===== config.mk =====
export PLATFORM = sky130hd
export DESIGN_NAME = audio_path_ctrl
export DESIGN_NICKNAME = d
export VERILOG_FILES = /design/src/rtl/audio_path_ctrl.sv
export SDC_FILE = /design/constraint.sdc
export NUM_CORES = 1
export LEC_CHECK = 0
export BUFFER_PORTS_ARGS = -buffer_cell sky130_fd_sc_hd__buf_2
export CAP_MARGIN = 20
export CELL_PAD_IN_SITES_DETAIL_PLACEMENT = 1
export CELL_PAD_IN_SITES_GLOBAL_PLACEMENT = 1
export CORE_MARGIN = 1.5
export CORE_UTILIZATION = 35
export DETAILED_ROUTE_END_ITERATION = 12
export GPL_TIMING_DRIVEN = 0
export PLACE_DENSITY_LB_ADDON = 0.1
export SYNTH_ARGS = -nofsm -noshare
export SYNTH_HDL_FRONTEND = slang
export SYNTH_SLANG_ARGS = --single-unit
export TNS_END_PERCENT = 50

===== constraint.sdc =====
create_clock -name clk -period 6.63 [get_ports clk]
set_clock_uncertainty 0.1 [all_clocks]
set_input_delay 0.3315 -clock clk [delete_from_list [all_inputs] [get_ports clk]]
set_output_delay 0.3315 -clock clk [all_outputs]
set_load 0.05 [all_outputs]

===== src/rtl/audio_path_ctrl.sv =====
// Playback path sequencer: effect selection, debounced volume control and click-free effect switching.
// Define AUDIO_CTRL_FADE_EN to enable the fade-out/switch/fade-in sequence; otherwise effect changes switch directly.
module audio_path_ctrl #(
    parameter int DATA_W       = 12,
    parameter int VOL_RESET    = 8,
    parameter int DEBOUNCE_CYC = 50000
) (
    input  logic              clk,
    input  logic              rst,
    input  logic              sample_valid,
    input  logic [DATA_W-1:0] mic_pData,
    input  logic [DATA_W-1:0] lowpass_data,
    input  logic [DATA_W-1:0] echo_data,
    input  logic              echo_en,
    input  logic              lowpass_en,
    input  logic              plus,
    input  logic              minus,
    output logic [15:0]       i2s_pData,
    output logic [3:0]        vol,
    output logic [1:0]        mode,
    output logic              lowpass_run,
    output logic              echo_run,
    output logic              effect_clr,
    output logic              busy
);

    localparam int CNT_W = $clog2(DEBOUNCE_CYC + 1);
    localparam logic [CNT_W-1:0] CNT_LAST = CNT_W'(DEBOUNCE_CYC - 1);

    typedef enum logic [1:0] {
        STEADY   = 2'd0,
        FADE_OUT = 2'd1,
        SWITCH   = 2'd2,
        FADE_IN  = 2'd3
    } state_t;

    state_t            state_q, state_d;
    logic [1:0]        mode_q, mode_d;
    logic [3:0]        fade_q;
    logic [3:0]        vol_q;
    logic [3:0]        in_s1, in_s2;
    logic [1:0]        req;
    logic [1:0]        btn_db;
    logic [1:0]        btn_rise;
    logic [CNT_W-1:0]  db_cnt [2];
    logic signed [DATA_W-1:0] sel_p0;
    logic [3:0]        gain_p0;
    logic signed [15:0] scaled_p1;
`ifdef AUDIO_CTRL_FADE_EN
    logic [3:0]        fade_d;
`endif

    function automatic logic [3:0] min4(input logic [3:0] a, input logic [3:0] b);
        return (a < b) ? a : b;
    endfunction

    // Unsigned 4-bit gain treated as a positive 5-bit signed factor; 12x5 product fits 16 bits.
    function automatic logic signed [15:0] scale(input logic signed [DATA_W-1:0] s,
                                                 input logic [3:0] g);
        logic signed [DATA_W+4:0] p;
        p = s * $signed({1'b0, g});
        return 16'(p);
    endfunction

    // Synchroniser stage: {echo_en, lowpass_en, plus, minus}
    always_ff @(posedge clk) begin
        if (rst) begin
            in_s1 <= '0;
            in_s2 <= '0;
        end else begin
            in_s1 <= {echo_en, lowpass_en, plus, minus};
            in_s2 <= in_s1;
        end
    end

    always_comb begin
        req = in_s2[3] ? 2'd2 : (in_s2[2] ? 2'd1 : 2'd0);
    end

    // Debounce stage: index 1 = plus, index 0 = minus
    always_ff @(posedge clk) begin
        if (rst) begin
            btn_db   <= '0;
            btn_rise <= '0;
            for (int i = 0; i < 2; i++) db_cnt[i] <= '0;
        end else begin
            for (int i = 0; i < 2; i++) begin
                btn_rise[i] <= 1'b0;
                if (in_s2[i] == btn_db[i]) begin
                    db_cnt[i] <= '0;
                end else if (db_cnt[i] == CNT_LAST) begin
                    btn_db[i]   <= in_s2[i];
                    btn_rise[i] <= in_s2[i];
                    db_cnt[i]   <= '0;
                end else begin
                    db_cnt[i] <= db_cnt[i] + 1'b1;
                end
            end
        end
    end

    always_ff @(posedge clk) begin
        if (rst) begin
            vol_q <= 4'(VOL_RESET);
        end else begin
            case (btn_rise)
                2'b10:   if (vol_q != 4'd15) vol_q <= vol_q + 4'd1;
                2'b01:   if (vol_q != 4'd0)  vol_q <= vol_q - 4'd1;
                default: vol_q <= vol_q;
            endcase
        end
    end

    // Datapath stage p0: select and gain
    always_comb begin
        case (mode_q)
            2'd1:    sel_p0 = $signed(lowpass_data);
            2'd2:    sel_p0 = $signed(echo_data);
            default: sel_p0 = $signed(mic_pData);
        endcase
        gain_p0 = min4(vol_q, fade_q);
    end

    // Datapath stage p1: registered scaled sample, held between strobes
    always_ff @(posedge clk) begin
        if (rst) begin
            scaled_p1 <= '0;
        end else if (sample_valid) begin
            scaled_p1 <= scale(sel_p0, gain_p0);
        end
    end

    always_ff @(posedge clk) begin
        if (rst) begin
            state_q <= STEADY;
            mode_q  <= 2'd0;
`ifdef AUDIO_CTRL_FADE_EN
            fade_q  <= 4'd15;
`endif
        end else begin
            state_q <= state_d;
            mode_q  <= mode_d;
`ifdef AUDIO_CTRL_FADE_EN
            fade_q  <= fade_d;
`endif
        end
    end

`ifndef AUDIO_CTRL_FADE_EN
    assign fade_q = 4'd15;
`endif

    always_comb begin
        state_d = state_q;
        mode_d  = mode_q;
`ifdef AUDIO_CTRL_FADE_EN
        fade_d  = fade_q;
`endif
        case (state_q)
            STEADY: begin
                if (req != mode_q) begin
`ifdef AUDIO_CTRL_FADE_EN
                    state_d = FADE_OUT;
`else
                    state_d = SWITCH;
`endif
                end
            end
            SWITCH: begin
                mode_d = req;
`ifdef AUDIO_CTRL_FADE_EN
                state_d = FADE_IN;
`else
                state_d = STEADY;
`endif
            end
`ifdef AUDIO_CTRL_FADE_EN
            FADE_OUT: begin
                // A request that returns to the current mode aborts without switching.
                if (req == mode_q) begin
                    state_d = FADE_IN;
                end else if (fade_q == 4'd0) begin
                    state_d = SWITCH;
                end else if (sample_valid) begin
                    fade_d = fade_q - 4'd1;
                    if (fade_q == 4'd1) state_d = SWITCH;
                end
            end
            FADE_IN: begin
                if (req != mode_q) begin
                    state_d = FADE_OUT;
                end else if (fade_q == 4'd15) begin
                    state_d = STEADY;
                end else if (sample_valid) begin
                    fade_d = fade_q + 4'd1;
                    if (fade_q == 4'd14) state_d = STEADY;
                end
            end
`endif
            default: state_d = STEADY;
        endcase
    end

    assign i2s_pData   = scaled_p1;
    assign vol         = vol_q;
    assign mode        = mode_q;
    assign lowpass_run = (mode_q == 2'd1);
    assign echo_run    = (mode_q == 2'd2);
    assign effect_clr  = (state_q == SWITCH);
    assign busy        = (state_q != STEADY);

endmodule


# ---- Word-level counts from Yosys, hierarchy flattened
# Memory sizes are Yosys's and may differ from the RTL's.
# Index checks and enable logic that the tools add are counted.
# Widths: inputs -> output; s select.
dict set report word_totals {
  wordCells 86
  mem_bits_ro 0
  in_bits 43
  latch_bits 0
  ram_bits 32
  ff_bits 35
  memories 1
}
# name words word_bits rd rd_clocked_by_memory_dff write_ports line_no
set mem_list {}
lappend mem_list {db_cnt 2 16 2 0 2 45} ;# logic [CNT_W-1:0] db_cnt [2];
dict set report op_classes {
  magnitude_cmp 1
  n_reduce_logical 9
  shifts 0
  div 0
  mux 37
  n_bitwise 11
  eq_ne 12
  multipliers 1
  add_sub_neg 4
}
# op count
set op_table {}
lappend op_table {{$mux 16} 6}
lappend op_table {{$add 16x1->16 const B} 2}
lappend op_table {{$eq 16x16->1 const B} 2}
lappend op_table {{$mux 1} 25}
lappend op_table {{$pmux 12 s2} 1}
lappend op_table {{$mul 12x5->16} 1}
lappend op_table {{$mux 4} 3}
lappend op_table {{$pmux 4 s2} 1}
lappend op_table {{$or 1x1->1} 6}
lappend op_table {{$reduce_or 3->1} 2}
lappend op_table {{$not 1->1} 5}
lappend op_table {{$add 4x1->4 const B} 1}
lappend op_table {{$eq 2x1->1 const B} 2}
lappend op_table {{$eq 2x2->1 const B} 2}
lappend op_table {{$lt 4x4->1 const B} 1}
lappend op_table {{$ne 2x2->1 const B} 2}
lappend op_table {{$ne 4x4->1 const B} 1}
lappend op_table {{$reduce_and 2->1} 2}
lappend op_table {{$reduce_bool 4->1} 1}
lappend op_table {{$sub 4x1->4 const B} 1}
lappend op_table {{$reduce_and 3->1} 1}
lappend op_table {{$eq 1x1->1} 2}
lappend op_table {{$logic_not 2->1} 1}
lappend op_table {{$mux 2} 1}
lappend op_table {{other kinds (3)} 3}

# ---- Depth between registers and ports, before layout
# An unclocked memory read counts as a cell.
dict set report logic_depth {
  ltp_word 8
  mapped_depth 19
  depth_no_buf 18
}

# ---- Worst setup path after synthesis
# OpenSTA, ideal clock, no wires.
dict set report synth_timing {
  path_kind {reg2reg}
  start {register mode_q[1] (netlist: mode[1])}
  end {register scaled_p1[12] (netlist: i2s_pData[12])}
  setup_time_ps 117
  path_stages_with_launch 19
  setup_slack_ps 1432
  t_arrival_ps 4981
  required_time_ps 6413
  path_buffers 1
  period_less_slack_ps 5198
  path_cell_list {dfxtp_1 > ha_1 > clkbuf_1 > a22oi_1 > nor2_1 > a21oi_1 > nor2b_1 > ha_1 > fa_1 > inv_1 > fa_1 > inv_1 > ha_1 > o21a_1 > o21ai_0 > a21oi_1 > o21a_1 > or3_1 > a32o_1}
}
dict set report synth_via {
  elab_chain_len 3
  elab_cells_between_ends 4
}
# item line_no
set synth_rtl {}
lappend synth_rtl {{from (decl)} 38} ;# logic [1:0] mode_q, mode_d;
lappend synth_rtl {{from (signal assigned)} 142} ;# mode_q <= mode_d;
lappend synth_rtl {{$eq 2x2->1} -}
lappend synth_rtl {{net echo_run} 22} ;# output logic echo_run,
lappend synth_rtl {{$pmux 12 s2} 116} ;# case (mode_q)
lappend synth_rtl {{$mul 12x5->16} 61} ;# p = s * $signed({1'b0, g});
lappend synth_rtl {{to (signal assigned)} 129} ;# scaled_p1 <= scale(sel_p0, gain_p0);
lappend synth_rtl {{to (decl)} 48} ;# logic signed [15:0] scaled_p1;
# The timed path passes the listed nets, and every way through them passes these cells.
# A chain may end at the register's enable or synchronous reset.

# ---- Worst setup path after layout
dict set report layout_timing {
  start {register mode_q[1] (netlist: mode[1])}
  end {register scaled_p1[12] (netlist: i2s_pData[12])}
}
dict set report layout_via {
  elab_chain_len 3
  elab_cells_between_ends 4
}
# item line_no
set layout_rtl {}
lappend layout_rtl {{$eq 2x2->1 / $eq 2x1->1 (equally long branches)} 116}
lappend layout_rtl {{$pmux 12 s2 (*)} 116}
lappend layout_rtl {{$mul 12x5->16 (*)} 61}
# Every way passes the cells marked *; elsewhere a longest branch is shown, timed or not.

==> implementation parameters <==
Parameter                              Value

Run status
  Result of the run    finished, final reports clean

Clocking
  CTS root buf    clkbuf_16
  Clock transition at the registers of the reported paths    roughly 0.060 ns
  Clock Sinks    67
  Post-CTS Hold Fix Bufs    0
  CTS tree    done
  Source-to-sink clock delay at the later pin of the worst-skew pair    between 0.3 and 0.4 ns
  H-Tree Level Count    3
  Number of post-CTS setup repair buffers    0
  Clock buffer depth    2
  Number of gates given a new drive strength after cts    0
  Number of CTS-inserted buffers    9

Timing
  PnR worst setup slack    about 1.5 ns
  Setup repair after global routing missed its margin    false
  Final critical-path share of the clock period    0.7682
  Minimum clock period    5.093 ns
  Endpoints failing setup    0
  Slew of the pin with the lowest slew margin    0.7056 ns
  Final Hold Slack    ~0.11 ns
  Maximum frequency from static timing analysis    about 200 MHz
  Number of pins exceeding their max-slew limit in the final report    0
  Relative max-transition margin    0.5246
  Final Hold Vio Count    0
  Total negative setup slack    0 ns

Detailed routing
  Post-Route WL    around 12 mm
  Antenna violation net count after detailed routing    0
  Number of detailed-route iterations in the first pass    5
  Via-per-instance ratio    between 4 and 5
  Remaining routing DRC violations    0
  Vias post-DR    approximately 4k
  Average wire per cell in the routed design    approximately 14 um
  Count of routing violations after the opening detailed-route iteration    ~140

Placed design
  Number of placed instances with taps included    just over 800
  Weighted congestion reported at the end of routability-driven placement    0.7521
  Buffers on Ports    68
  Post-place setup slack    between 1.5 and 2 ns
  Standard cell area after detailed placement    about 5700 um^2
  Placed wire-length estimate    9.661 mm

Pwr
  Power per cell area    192.5 nW/um^2
  Worst vdd ir    between 100 and 150 uV
  Net load switching power    roughly 280 uW
  Clock network power share    0.491
  Int Power    about 880 uW
  Share of power burned in registers    0.400
  Standby leakage power    2.660 nW
  Combinational group share of total power    0.109
  Switching power share of the total    0.2373

Critical path
  Highest fanout seen on the critical path    10
  Launch point of the worst reg-to-reg path    mode[1]
  Capture instance of the worst register-to-register path    i2s_pData[12]
  R2R depth    19
  Slack of the worst reg-to-reg path    ~1.5 ns
  Arrival time at the worst endpoint    about 5.2 ns
  Critical path class    flip-flop to flip-flop
  Critical Path Sink    i2s_pData[12]
  Required time worst endpoint    6.75 ns
  Critical path startpoint category    flip-flop
  Critical Path End Type    flip-flop
  Worst setup path startpoint    mode[1]

Finish
  Non-filler cells, final    between 800 and 900
  Number of nets in the layout    roughly 770
  Share of layout cells above drive strength 1    0.1308
  Cell area after layout    6020 um^2
  Area of the multi-input gates    about 3100 um^2
  Number of diodes    0
  Fill cell instance count of the final layout    between 1.5k and 2k
  Sequential cell area    1662 um^2
  Area growth, synth to finish    21.03%

Global routing
  Global routing met2 resource utilization    0.3128
  GRT Residual Overflow    0
  Global Route Usage Sum    0.1706
  First-pass GRT wire length    just over 20 mm
  Fraction of met1 tracks used by global routing    0.2098
  Vias in the first global route    around 4.4k
  GR peak layer    met2
  Initial antenna violation count    0
  GR met3 Demand/Resource    0.02715
  Largest net degree at the start of global routing    13

Synthesis
  Fraction of registers with async set or reset after synthesis    0
  Cell taking the most area after synthesis    edfxtp_1
  Number of synthesized register bits    67
  Number of distinct library cells after synthesis    47
  Sequential fraction of the synthesis area    0.3341
  Number of flops mapped to enable cells by yosys    32
  Cell types with the largest area share after synthesis    edfxtp_1, dfxtp_1, fa_1
  Most common flop cell mapped by yosys    dfxtp_1
  Mapped Avg Cell Area    roughly 9 um^2
  Warnings from Yosys    0
  Number of instances in the synthesized netlist    550
  Top cell type's share of synthesized area    0.1932
  Area of the mapped netlist    4974 um^2

Floorplan
  Standard cell core area    13880 um^2
  # IOs    69
  Die Outline Area    between 10000 and 15000 um^2
  Width of the chip    around 120 um
  Starting Density    0.3583
  FP Rows    between 40 and 50
  Overall die height    about 120 um

Run
  Max-cap violation count    0

Min path
  Worst hold-check path type    input port to flip-flop
-- final cells by class --
class | instances | share of cell area
multi-input cells | 438 | 0.5215
flip-flops and latches | 67 | 0.2760
repair buffers | 68 | 0.05654
clock buffers | 12 | 0.04801
well taps | 180 | 0.03741
inverters | 59 | 0.03679
clock inverters | 4 | 0.01247
plain buffers | 17 | 0.01122
-- how the worst min path moves through the flow --
stage / startpoint / depth (start not counted) / end / slack, ns
2_1_floorplan: in_s1[0] / 1 / in_s2[0] / 0.31
3_3_place_gp: in_s1[2] / 1 / in_s2[2] / 0.33
3_5_place_dp: in_s1[3] / 1 / in_s2[3] / 0.33
4_1_cts: echo_en / 2 / in_s1[3] / 0.11
5_1_grt: echo_en / 2 / in_s1[3] / 0.11
6_report: echo_en / 2 / in_s1[3] / 0.11
-- cells in the mapped netlist, types with 2 or more instances --
cell and count:
xnor2_1 23, ha_1 37, nor4b_1 3, and3_1 12
a21oi_1 28, nor4bb_1 2, a22o_1 2, or3_1 3
edfxtp_1 32, o21ai_0 10, nand3b_1 3, a21o_1 6
inv_1 59, buf_1 3, a211oi_1 5, nor4_1 5
nand2b_1 11, and2_1 2, nor2_1 81, nand4_1 8
xor2_1 19, fa_1 25, nor3_1 3, nor3b_1 8
nand3_1 8, o21bai_1 2, a22oi_1 14, clkbuf_1 13
mux2i_1 10, a31oi_1 2, nor2b_1 33, dfxtp_1 35
o21a_1 2, nand2_1 28
-- flip-flops by register name, summed over array words and instances, names as in the netlist, 2 cells and up --
| signal | flops |
|---|---|
| db_cnt | 32 |
| btn_db | 2 |
| in_s1 | 4 |
| mode | 2 |
| vol | 4 |
| btn_rise | 2 |
| i2s_pData | 16 |
| in_s2 | 4 |
-- stage by stage --
step / power, mW / util
floorplan: 0.5581 / -
CTS: 1.173 / 0.4337
global route: 1.208 / 0.4337
finish: 1.159 / 0.4337
global placement: 0.5969 / 0.4074
detailed placement: 0.6001 / 0.4074
-- per-layer routing --
layer  share of wire  up-vias
li1                -     2039
met1            0.47     1968
met2            0.50       41
met3           0.020        8
met4          0.0086        0
met5               0        -
-- power by group through the flow --
stage / logic [mW] / registers (mW) / clock network (mW)
after global placement: 0.125 / 0.472 / 0
after detailed placement: 0.127 / 0.473 / 0
after global routing: 0.143 / 0.466 / 0.599
final: 0.126 / 0.464 / 0.569
after CTS: 0.128 / 0.464 / 0.580
after floorplan: 0.0698 / 0.488 / 0
-- cell families (layout without fill, tap and decap cells) --
family | after synthesis | after routing | share of synthesized area
fa+ha+maj | 62 | 62 | 0.1937
xor+xnor | 42 | 42 | 0.07396
simple gates | 212 | 212 | 0.2161
compound gates | 80 | 80 | 0.1031
other cells | 1 | 32 | 0.0007540
buf+inv | 76 | 160 | 0.05811
flops | 67 | 67 | 0.3341
mux | 10 | 10 | 0.02013
-- critical path, cell delays in order (launching register included) --
cell,delay [ns]
dfxtp_1,0.46
inv_1,0.07
ha_1,0.23
clkbuf_1,0.22
a22oi_1,0.21
nor2_1,0.06
a21oi_1,0.36
nor2b_1,0.10
ha_1,0.29
inv_1,0.05
fa_1,0.51
fa_1,0.55
inv_1,0.04
ha_1,0.34
nor2b_1,0.15
o21ai_0,0.23
a21boi_1,0.20
o21a_1,0.22
or3_1,0.34
a32o_1,0.24
-- layout by cell type, fill, tap and decap left out, drive strengths merged, types with 11 or more instances in the layout --
| cell | instances |
|---|---|
| a21oi | 28 |
| nor2 | 81 |
| xor2 | 19 |
| inv | 60 |
| and3 | 12 |
| nand2 | 28 |
| dfxtp | 35 |
| buf | 72 |
| nand2b | 11 |
| ha | 37 |
| nor2b | 33 |
| clkbuf | 25 |
| fa | 25 |
| o21ai | 11 |
| edfxtp | 32 |
| a22oi | 14 |
| xnor2 | 23 |
| conb | 32 |
(Power assumes the default switching activity.)
